### src/rtl/dma_pkg.sv
// Shared types and constants for the memory-to-memory copy/fill engine.
package dma_pkg;

    typedef enum logic [1:0] {
        ST_IDLE = 2'd0,
        ST_RUN  = 2'd1,
        ST_DONE = 2'd2
    } dma_state_t;

    localparam int         WORD_BYTES     = 4;
    localparam logic [3:0] STRB_ALL       = 4'hF;
    localparam int         ADDR_W_DEFAULT = 32;
    localparam int         LEN_W_DEFAULT  = 16;

endpackage

### src/rtl/dma_copy_master.sv
// Copy/fill bus initiator: single-entry buffer between a combinational read
// port and an edge-committed write port, one word per cycle under grant.
//
// state | meaning
// ------+------------------------------------------------------------
// IDLE  | waiting for start; alignment and zero-length checks here
// RUN   | reads and writes issued while bus_gnt is high
// DONE  | one-cycle completion pulse, then back to IDLE
module dma_copy_master
    import dma_pkg::*;
#(
    parameter int ADDR_W = ADDR_W_DEFAULT,
    parameter int LEN_W  = LEN_W_DEFAULT
) (
    input  logic              clk,
    input  logic              rst,
    input  logic              start,
    input  logic              fill,
    input  logic [ADDR_W-1:0] src_addr,
    input  logic [ADDR_W-1:0] dst_addr,
    input  logic [LEN_W-1:0]  len_words,
    input  logic [31:0]       pattern,
    input  logic              abort,
    input  logic              bus_gnt,
    output logic              rd_req,
    output logic [ADDR_W-1:0] rd_addr,
    input  logic [31:0]       rd_data,
    output logic              wr_valid,
    output logic [ADDR_W-1:0] wr_addr,
    output logic [31:0]       wr_data,
    output logic [3:0]        wr_strb,
    output logic              busy,
    output logic              done,
    output logic              err
);

    localparam logic [ADDR_W-1:0] PTR_STEP = ADDR_W'(WORD_BYTES);
    localparam logic [LEN_W-1:0]  CNT_ONE  = LEN_W'(1);

    dma_state_t        state_q, state_d;
    logic [ADDR_W-1:0] rd_ptr, wr_ptr;
    logic [LEN_W-1:0]  rcnt, wcnt;
    logic              fill_q;
    logic [31:0]       pattern_q;
    logic [31:0]       data_buf;
    logic              buf_valid;
    logic              err_q;

    logic              load;
    logic              err_d;
    logic              rd_fire;

    always_ff @(posedge clk or posedge rst) begin
        if (rst) begin
            state_q <= ST_IDLE;
            err_q   <= 1'b0;
        end else begin
            state_q <= state_d;
            err_q   <= err_d;
        end
    end

    always_comb begin
        state_d  = state_q;
        load     = 1'b0;
        err_d    = 1'b0;
        rd_fire  = 1'b0;
        rd_req   = 1'b0;
        wr_valid = 1'b0;
        case (state_q)
            ST_IDLE: begin
                if (start) begin
                    // In fill mode the source is never read, so its alignment is irrelevant.
                    if (dst_addr[1:0] != 2'b00 || (!fill && src_addr[1:0] != 2'b00)) begin
                        err_d = 1'b1;
                    end else if (len_words == '0) begin
                        state_d = ST_DONE;
                    end else begin
                        load    = 1'b1;
                        state_d = ST_RUN;
                    end
                end
            end
            ST_RUN: begin
                rd_req   = (rcnt != '0) && !fill_q;
                rd_fire  = bus_gnt && (rcnt != '0) && !abort;
                wr_valid = bus_gnt && buf_valid && !abort;
                if (abort) begin
                    state_d = ST_IDLE;
                end else if (wr_valid && wcnt == CNT_ONE) begin
                    state_d = ST_DONE;
                end
            end
            ST_DONE: state_d = ST_IDLE;
            default: state_d = ST_IDLE;
        endcase
    end

    always_ff @(posedge clk or posedge rst) begin
        if (rst) begin
            rd_ptr    <= '0;
            wr_ptr    <= '0;
            rcnt      <= '0;
            wcnt      <= '0;
            fill_q    <= 1'b0;
            pattern_q <= '0;
            data_buf  <= '0;
            buf_valid <= 1'b0;
        end else if (load) begin
            rd_ptr    <= src_addr;
            wr_ptr    <= dst_addr;
            rcnt      <= len_words;
            wcnt      <= len_words;
            fill_q    <= fill;
            pattern_q <= pattern;
            buf_valid <= 1'b0;
        end else begin
            if (rd_fire) begin
                data_buf <= fill_q ? pattern_q : rd_data;
                rd_ptr   <= rd_ptr + PTR_STEP;
                rcnt     <= rcnt - CNT_ONE;
            end
            if (wr_valid) begin
                wr_ptr <= wr_ptr + PTR_STEP;
                wcnt   <= wcnt - CNT_ONE;
            end
            // A refill on the same edge as a write keeps the buffer occupied.
            if (state_q == ST_RUN && abort) begin
                buf_valid <= 1'b0;
            end else if (rd_fire) begin
                buf_valid <= 1'b1;
            end else if (wr_valid) begin
                buf_valid <= 1'b0;
            end
        end
    end

    assign rd_addr = rd_ptr;
    assign wr_addr = wr_ptr;
    assign wr_data = data_buf;
    assign wr_strb = wr_valid ? STRB_ALL : 4'h0;
    assign busy    = (state_q != ST_IDLE);
    assign done    = (state_q == ST_DONE);
    assign err     = err_q;

endmodule

### config.mk
export PLATFORM = sky130hd
export DESIGN_NAME = dma_copy_master
export DESIGN_NICKNAME = d
export VERILOG_FILES = /design/src/rtl/dma_pkg.sv /design/src/rtl/dma_copy_master.sv
export SDC_FILE = /design/constraint.sdc
export NUM_CORES = 1
export LEC_CHECK = 0
export CAP_MARGIN = 25
export CORE_MARGIN = 10
export CORE_UTILIZATION = 40
export DETAILED_ROUTE_END_ITERATION = 6
export GPL_TIMING_DRIVEN = 0
export PLACE_DENSITY = 0.82
export SLEW_MARGIN = 10
export SYNTH_ARGS = -nofsm -noshare
export SYNTH_HDL_FRONTEND = slang
export SYNTH_SLANG_ARGS = --single-unit
### constraint.sdc
create_clock -name clk -period 5.55 [get_ports clk]
set_input_delay 1.3875 -clock clk [delete_from_list [all_inputs] [get_ports clk]]
set_output_delay 1.3875 -clock clk [all_outputs]
set_load 0.02 [all_outputs]
==> results of run 1 <==
flip-flops by register name (all words and copies together), names as in the netlist:
signal and count:
pattern_q 32, rd_addr 32, wr_addr 32, wr_data 32
rcnt 16, wcnt 16, state_q 2, buf_valid 1
err 1, fill_q 1
repair_timing:
item,4_1_cts,5_1_grt
hold buffers,0,0
cloned,0,0
resized for setup,3,1
setup endpoints to repair,5,3
where the power goes:
part	internal, uW	switching (uW)	total [uW]
Sequential	1530	321	1850
Clock	724	533	1260
Combinational	728	779	1510
Total	2980	1630	4620
layout make-up:
class                      instances  area share, %
clock inverter                    14          1.584
timing repair buffer             260          22.20
inverter                          14         0.4720
tap                              270          2.832
antenna                            2        0.04196
sequential                       165          34.62
multi-input combinational        681          32.81
clock buffer                      18          3.598
buffer                            52          1.846
worst paths after layout:
kind                              start             to  slack (ps)  depth (start not counted)
setup / recovery                  abort     wr_strb[1]         140                          8
hold reg to reg            pattern_q[8]   pattern_q[8]         480                          2
setup reg to reg                rcnt[0]      buf_valid        2290                          9
hold / removal             pattern_q[8]   pattern_q[8]         480                          2
max in group asynchronous           rst       rcnt[11]        3130                          6
min in group asynchronous           rst  pattern_q[17]        1230                          2
through the flow:
| stage | util, % | area [um2] |
|---|---|---|
| after floorplan | - | 8309 |
| after global placement | 55.12 | 11190 |
| after detailed placement | 55.62 | 11290 |
| after CTS | 58.70 | 11920 |
| after global routing | 58.73 | 11920 |
| final | 58.76 | 11930 |
metal layers:
layer	wire length, um	track usage [%]	vias up
li1	-	-	3837
met2	14320	36.54	469
met5	0	0	-
met4	431	5.605	0
met1	12690	28.61	4008
met3	3670	8.411	40
placed cells by master (no fill, tap or decap), drive strengths merged, types with 20 or more instances in the layout:
cell           netlist  routed
nand3               38      38
nand2              223     223
clkbuf              41      61
nor2                38      38
o21ai               93      93
nor4                22      22
xor2                25      25
inv                 14      20
mux2i               32      32
clkdlybuf4s50        0     254
dfrtp              165     165
nand4               34      34
worst reg2reg max path, cell delays in order, from the launching register on:
cell and delay [ps]:
dfrtp_1 390, inv_1 100, ha_1 180, nor3b_1 550, nand4_1 570, nand2_1 250
buf_2 280, buf_2 310, buf_2 320, o21ai_0 130
logic make-up after synthesis:
logic type      count (synthesis)
compound gates                185
buf+inv                        66
fa+ha+maj                       5
xor+xnor                       39
mux                            33
flops                         165
simple gates                  419
==> results.md, run 1 <==
- Die width: 164.1 um
- Simple-Gate Fraction of Synth Area: 24.03%
- Synth area leader: dfrtp_1
- Max_cap viols: 0
- #FFs+latches synth: 165
- Largest family of logic cells by synthesized area: simple AND/OR/NAND/NOR gates
- Post-DRT Antenna Nets: 0
- CTS max path bufs: 2
- Synth Area in Compound Gates: 14.18%
- Mux cell area share after synthesis: 3.992%
- Register area share after synthesis: 49.71%
- Mapped Area: 0.008305 mm2
- Area of the core: 0.02030 mm2
- Initial drt markers: 700
- Placer congestion estimate: 0.9192
- WP data required: 4160 ps
- Min cycle time layout: 5414 ps
- Pwr dens: 387.1 mW/mm2
- Ys async rst share: 100.0%
- Synth-to-Final Area Change: 43.61%
- Initial Util: 40.91%
- Final setup fails: 0
- Fmax achieved: 184.7 MHz
- Share of the synthesized area in the top cell type: 49.71%
- Cell family with most CP delay: buffers and inverters
- Mapped Nets: 1067
- Setup Buffers After CTS: 0
- Htree depth: 4
- Most used cell, CP: clkdlybuf4s50_1
- Leakage: 0.004825 uW
- Yosys Warn Count: 0
- Via Count: 8354
- Port bufs: 254
- Clock transition at the registers of the reported paths: 60 ps
- CP max-delay cell: clkdlybuf4s50_1
- Max-slew violations: 0
- Unrepaired setup endpoints after global routing: no
- Synth Area in XOR/XNOR: 4.113%
- Post-synth top cells: 223 x nand2_1, 165 x dfrtp_1, 88 x o21ai_0
- # IOs: 255
- Skew final: 7.742 ps
- WP buf/inv: 6
- Routed Wire Length: 31120 um
- Largest net degree at the start of global routing: 38
- Count leader, synth: nand2_1
- Final Hold Fails: 0
- Via density per instance: 5.660
- Die height: 164.1 um
- Crit Path Category: in2out
- DRT Pass-1 Iters: 5
- DR DRC count: 0
- Register area: 0.004129 mm2
- First-pass GRT wire length: 48210 um
- TNS Setup: 0 ps
- Cells after Synth: 912
- Status: finished, final reports clean
- Worst setup margin: 136.3 ps
- Hold_ws: 477.2 ps
- Initial antenna violation count: 1
- Area of the multi-input gates: 0.003914 mm2
- Die area: 0.02693 mm2
- Crit Path Max Fanout: 14
- Clock Tree Root: clkbuf_16
- CTS tree: yes
- Worst slew pin tran: 985.5 ps
- DR WL/cell: 21.08 um
- Adder-Cell Fraction of Synth Area: 0.7532%
- Layout cells sized above 1: 5.233%
- Startpoint Class: input pin
- Placed cells: 1441
- EDFF count, synth: 0
- Crit-path cells: clkdlybuf4s50_1, nor3b_1, nand3_2, inv_1, clkbuf_2, clkbuf_4, buf_4, clkdlybuf4s50_1
- Peak supply drop: 0.2113 mV
- Synth top area cells: dfrtp_1 50%, nand2_1 10%, o21ai_0 5.3%
- Crit end category: output pin
- Synth unique cells: 63
- Finished Layout Cells: 1476
- Filler cells: 1737
- Clk Latency, worst-skew pair: 430 ps
- Cts bufs inserted: 17
- Fin nets: 1346
- Total track usage: 22.81%
- Max incr delay on CP: 600 ps
- Top FF cell, synth: dfrtp_1
- Period Utilization, post-route: 97.54%
- Clk sink count: 165
- Dpl ws: -580.8 ps
- Hpwl dp: 23580 um
- Worst hold path class: reg2reg
- Total power: 4617 uW
- Rows: 52
- Synthesized area per cell: 9.107 um2
- Worst slew margin: 34.30%
- Vias in the first global route: 8439
- GRT overflow: 0
- Arrival time worst endpoint: 4030 ps
(Power assumes the default switching activity.)
==> run 2: changes to the inputs <==
--- a/config.mk
+++ b/config.mk
@@ -8,10 +8,11 @@
 export CAP_MARGIN = 25
 export CORE_MARGIN = 10
 export CORE_UTILIZATION = 40
+export CTS_CLUSTER_DIAMETER = 50
 export DETAILED_ROUTE_END_ITERATION = 6
 export GPL_TIMING_DRIVEN = 0
 export PLACE_DENSITY = 0.82
-export SLEW_MARGIN = 10
+export SLEW_MARGIN = 20
 export SYNTH_ARGS = -nofsm -noshare
 export SYNTH_HDL_FRONTEND = slang
 export SYNTH_SLANG_ARGS = --single-unit
==> run 2 against run 1 <==
Net effect:
- non-clock buffer count stayed put
- clock power is 6% lower
- highest routed layer is now met5
- final cell count is 0.14% lower
- critical path type unchanged
==> results.md, run 2 (same netlist as run 1, synthesis figures left out) <==
- Peak supply drop: 0.2122 mV
- Status: finished, final reports clean
- GRT overflow: 0
- Finished Layout Cells: 1474
- DR WL/cell: 21.12 um
- Clock Tree Root: clkbuf_16
- Unrepaired setup endpoints after global routing: no
- Vias in the first global route: 8405
- Post-DRT Antenna Nets: 0
- Clk sink count: 165
- Initial Util: 40.91%
- Crit end category: output pin
- Rows: 52
- Startpoint Class: input pin
- Worst slew pin tran: 971.1 ps
- Area of the core: 0.02030 mm2
- Clock transition at the registers of the reported paths: 60 ps
- Final core utilization: 58.58%
- Arrival time worst endpoint: 3970 ps
- Synth-to-Final Area Change: 43.18%
- Placed cells: 1441
- Crit Path Category: in2out
- Placer congestion estimate: 0.9192
- Most frequent cells in the layout: 254 x clkdlybuf4s50_1, 223 x nand2_1, 165 x dfrtp_1
- Cts bufs inserted: 17
- Filler cells: 1737
- Die area: 0.02693 mm2
- Max_cap viols: 0
- DRT Pass-1 Iters: 6
- Crit Path Max Fanout: 14
- # IOs: 255
- CTS max path bufs: 2
- Via density per instance: 5.725
- Htree depth: 4
- Skew final: 9.870 ps
- Port bufs: 254
- Worst slew margin: 34.82%
- Final Hold Fails: 0
- Min cycle time layout: 5360 ps
- Final setup fails: 0
- Initial antenna violation count: 2
- Worst hold path class: reg2reg
- Die height: 164.1 um
- Clk Latency, worst-skew pair: 420 ps
- Period Utilization, post-route: 96.58%
- Pwr dens: 381.8 mW/mm2
- Total track usage: 22.57%
- Most common cell after layout, fill and taps aside: clkdlybuf4s50_1
- WP data required: 4160 ps
- Max-slew violations: 0
- Hpwl dp: 23530 um
- Routed Wire Length: 31130 um
- Leakage: 0.004794 uW
- DR DRC count: 0
- Initial drt markers: 793
- Fin nets: 1346
- CTS tree: yes
- Fmax achieved: 186.6 MHz
- Layout cells sized above 1: 5.237%
- First-pass GRT wire length: 47600 um
- Largest net degree at the start of global routing: 34
- Via Count: 8439
- Die width: 164.1 um
run 2: cell count changes in the layout (fill, tap and decap cells not counted), sizes merged:
cell	previous run	this run
diode	2	1
inv	20	18
clkinv	4	2
clkbuf	61	60
bufinv	3	2
clkinvlp	1	6
run 2: layout make-up:
| type | instances | area (um2) | share of cell area (%) |
|---|---|---|---|
| Sequential cell | 165 | 4129 | 34.72 |
| Multi-Input combinational cell | 681 | 3914 | 32.91 |
| Timing Repair Buffer | 260 | 2655 | 22.33 |
| Clock buffer | 17 | 425.4 | 3.577 |
| Tap cell | 270 | 337.8 | 2.841 |
| Buffer | 52 | 220.2 | 1.852 |
| Clock inverter | 14 | 151.4 | 1.273 |
| Inverter | 14 | 56.30 | 0.4735 |
| Antenna cell | 1 | 2.502 | 0.02104 |
run 2: timing repair:
action                                  in CTS  in global routing
endpoints found under the setup margin       5                  4
resized for setup                            3                  1
buffers inserted                             0                  0
hold buffers                                 0                  0
gates cloned                                 0                  0
run 2: power breakdown:
group          total, uW  internal (uW)  switching, uW
Clock               1180            666            514
Sequential          1850           1530            321
Combinational       1510            728            778
run 2: worst max-delay path, stage by stage:
cell	delay (ps)
clkdlybuf4s50_1	490
nor3b_1	290
nand3_2	280
inv_1	160
clkbuf_2	280
clkbuf_4	330
buf_4	140
clkdlybuf4s50_1	600
run 2: through the flow:
| step | setup slack, ps | TNS [ps] | total power [uW] | area (um2) | hold WS [ps] |
|---|---|---|---|---|---|
| 2_1_floorplan | 1279 | 0 | 2579 | 8309 | 445.4 |
| 3_3_place_gp | -497.6 | -2413 | 3306 | 11190 | 457.3 |
| 3_5_place_dp | -499.5 | -2383 | 3366 | 11300 | 465.3 |
| 4_1_cts | 117.7 | 0 | 4559 | 11880 | 480.4 |
| 5_1_grt | 34.48 | 0 | 4779 | 11890 | 501.3 |
| 6_report | 189.8 | 0 | 4540 | 11890 | 480.5 |
run 2: path summary, 6_finish.rpt:
| path | slack [ps] | end | from | depth (start not counted) |
|---|---|---|---|---|
| worst max-delay path | 190 | wr_strb[1] | abort | 8 |
| worst min-delay path | 480 | pattern_q[16] | pattern_q[16] | 2 |
| worst max register to register | 2360 | buf_valid | rcnt[0] | 9 |
| worst min register to register | 480 | pattern_q[16] | pattern_q[16] | 2 |
| max in group asynchronous | 3290 | wcnt[7] | rst | 4 |
| min in group asynchronous | 1430 | pattern_q[14] | rst | 2 |
run 2: per-layer routing:
metal / GRT usage [%] / up-vias / share of wire [%]
li1: - / 3834 / -
met1: 28.60 / 4071 / 41
met2: 36.04 / 480 / 46
met3: 7.660 / 52 / 12
met4: 6.093 / 2 / 1.8
met5: 0 / - / 0.026
==> run 3: changes to the inputs <==
--- a/config.mk
+++ b/config.mk
@@ -5,13 +5,14 @@
 export SDC_FILE = /design/constraint.sdc
 export NUM_CORES = 1
 export LEC_CHECK = 0
+export ABC_AREA = 0
 export CAP_MARGIN = 25
 export CORE_MARGIN = 10
-export CORE_UTILIZATION = 40
+export CORE_UTILIZATION = 43
 export CTS_CLUSTER_DIAMETER = 50
 export DETAILED_ROUTE_END_ITERATION = 6
 export GPL_TIMING_DRIVEN = 0
-export PLACE_DENSITY = 0.82
+export PLACE_DENSITY = 0.86
 export SLEW_MARGIN = 20
 export SYNTH_ARGS = -nofsm -noshare
 export SYNTH_HDL_FRONTEND = slang
==> run 3 against run 2 <==
Net effect:
- core utilization rose by 4.6 points
- sequential share of layout area barely moved
- sequential power barely moved
- combinational power barely moved
- setup slack improved by 63 ps
- global-route usage rose by 1.3 points
- via count fell by 0.55%
- critical path type unchanged
- largest cell class unchanged
- highest routed layer is now met4
==> results.md, run 3 (same netlist as run 1, synthesis figures left out) <==
- Status: finished, final reports clean
- Initial Util: 44.11%
- Total track usage: 23.88%
- Final Hold Fails: 0
- DRT Pass-1 Iters: 5
- Worst hold path class: reg2reg
- Max_cap viols: 0
- Clock Tree Root: clkbuf_16
- Htree depth: 4
- Die area: 0.02527 mm2
- Hold buffers post-CTS: 0
- Startpoint Class: input pin
- WP data required: 4160 ps
- GRT overflow: 0
- Port bufs: 254
- Clk sink count: 165
- Routed Wire Length: 30850 um
- Placer congestion estimate: 0.9046
- # IOs: 255
- Skew final: 12.46 ps
- Peak supply drop: 0.2341 mV
- Final core utilization: 63.20%
- Fmax achieved: 188.8 MHz
- Clock transition at the registers of the reported paths: 70 ps
- Initial antenna violation count: 1
- CTS tree: yes
- Initial drt markers: 829
- Arrival time worst endpoint: 3910 ps
- Die width: 159.0 um
- Largest net degree at the start of global routing: 34
- Crit-path cells: clkdlybuf4s50_1, nor3b_1, nand3_2, clkinvlp_4, buf_2, buf_4, clkdlybuf4s50_1
- Period Utilization, post-route: 95.45%
- DR WL/cell: 21.07 um
- Cts bufs inserted: 17
- Crit end category: output pin
- First-pass GRT wire length: 48780 um
- Setup Buffers After CTS: 0
- Worst slew pin tran: 1005 ps
- Most frequent cells in the layout: 254 x clkdlybuf4s50_1, 223 x nand2_1, 165 x dfrtp_1
- Via Count: 8393
- Rows: 50
- Hpwl dp: 23760 um
- Post-DRT Antenna Nets: 0
- Min cycle time layout: 5298 ps
- Final setup fails: 0
- Worst setup margin: 252.5 ps
- Max incr delay on CP: 600 ps
- Hold_ws: 476.7 ps
- Dpl ws: -411.0 ps
- CP max-delay cell: clkdlybuf4s50_1
- DR DRC count: 0
- Most common cell after layout, fill and taps aside: clkdlybuf4s50_1
- Most used cell, CP: clkdlybuf4s50_1
- Crit Path Category: in2out
- Pwr dens: 380.5 mW/mm2
- Synth-to-Final Area Change: 43.30%
- Unrepaired setup endpoints after global routing: no
- Vias in the first global route: 8599
- Area of the core: 0.01883 mm2
- Max-slew violations: 0
- Worst slew margin: 32.36%
- Leakage: 0.004788 uW
- CTS max path bufs: 2
- Die height: 159.0 um
- Fin nets: 1345
- Clk Latency, worst-skew pair: 430 ps
- Via density per instance: 5.733
- Crit Path Max Fanout: 14
- Layout cells sized above 1: 5.320%
run 3: cell types whose count changed in the layout (fill, tap and decap cells not counted), sizes merged:
cell | before | now
clkinvlp | 6 | 7
buf | 15 | 17
bufinv | 2 | 0
clkbuf | 60 | 58
clkinv | 2 | 3
run 3: cell type report:
cell class,instances,area [um2]
plain buffers,51,212.7
clock buffers,18,439.2
flip-flops and latches,165,4129
repair buffers,260,2678
inverters,14,60.06
multi-input cells,681,3914
clock inverters,14,141.4
well taps,260,325.3
diodes,1,2.502
fillers,1521,6929
run 3: what timing repair did:
action | CTS | global route
setup endpoints to repair | 5 | 5
gates resized for setup | 1 | 2
pin swaps | 0 | 0
run 3: per-layer routing:
metal | part of all wire (%) | vias up | GRT usage [%]
li1 | - | 3840 | -
met1 | 41 | 4063 | 29.88
met2 | 46 | 438 | 37.47
met3 | 10 | 52 | 9.011
met4 | 2.5 | 0 | 7.414
met5 | 0 | - | 0
run 3: critical path, delay by kind of cell:
| family | cells | cell delay, ps |
|---|---|---|
| and+or+nand+nor | 2 | 590 |
| buffers and inverters | 5 | 1910 |
run 3: through the flow:
stage | setup TNS [ps] | std cells | total power, uW | cell area, um2
floorplan | 0 | 912 | 2579 | 8309
global placement | -2071 | 1426 | 3306 | 11180
detailed placement | -1924 | 1432 | 3372 | 11310
CTS | 0 | 1463 | 4536 | 11890
global route | 0 | 1463 | 4767 | 11900
finish | 0 | 1464 | 4528 | 11900
run 3: final timing paths:
check / to / slack, ps / startpoint / cells past startpoint
max reg2reg: buf_valid / 2270 / rcnt[0] / 9
max in group asynchronous: rcnt[6] / 3430 / rst / 5
min reg2reg: pattern_q[4] / 480 / pattern_q[4] / 2
min: pattern_q[4] / 480 / pattern_q[4] / 2
min in group asynchronous: pattern_q[22] / 1260 / rst / 2
max: wr_strb[1] / 250 / abort / 7
run 3: where the power goes:
| part | switching, uW | internal (uW) |
|---|---|---|
| logic | 779 | 730 |
| registers | 325 | 1530 |
| clock network | 555 | 607 |
| total | 1660 | 2870 |
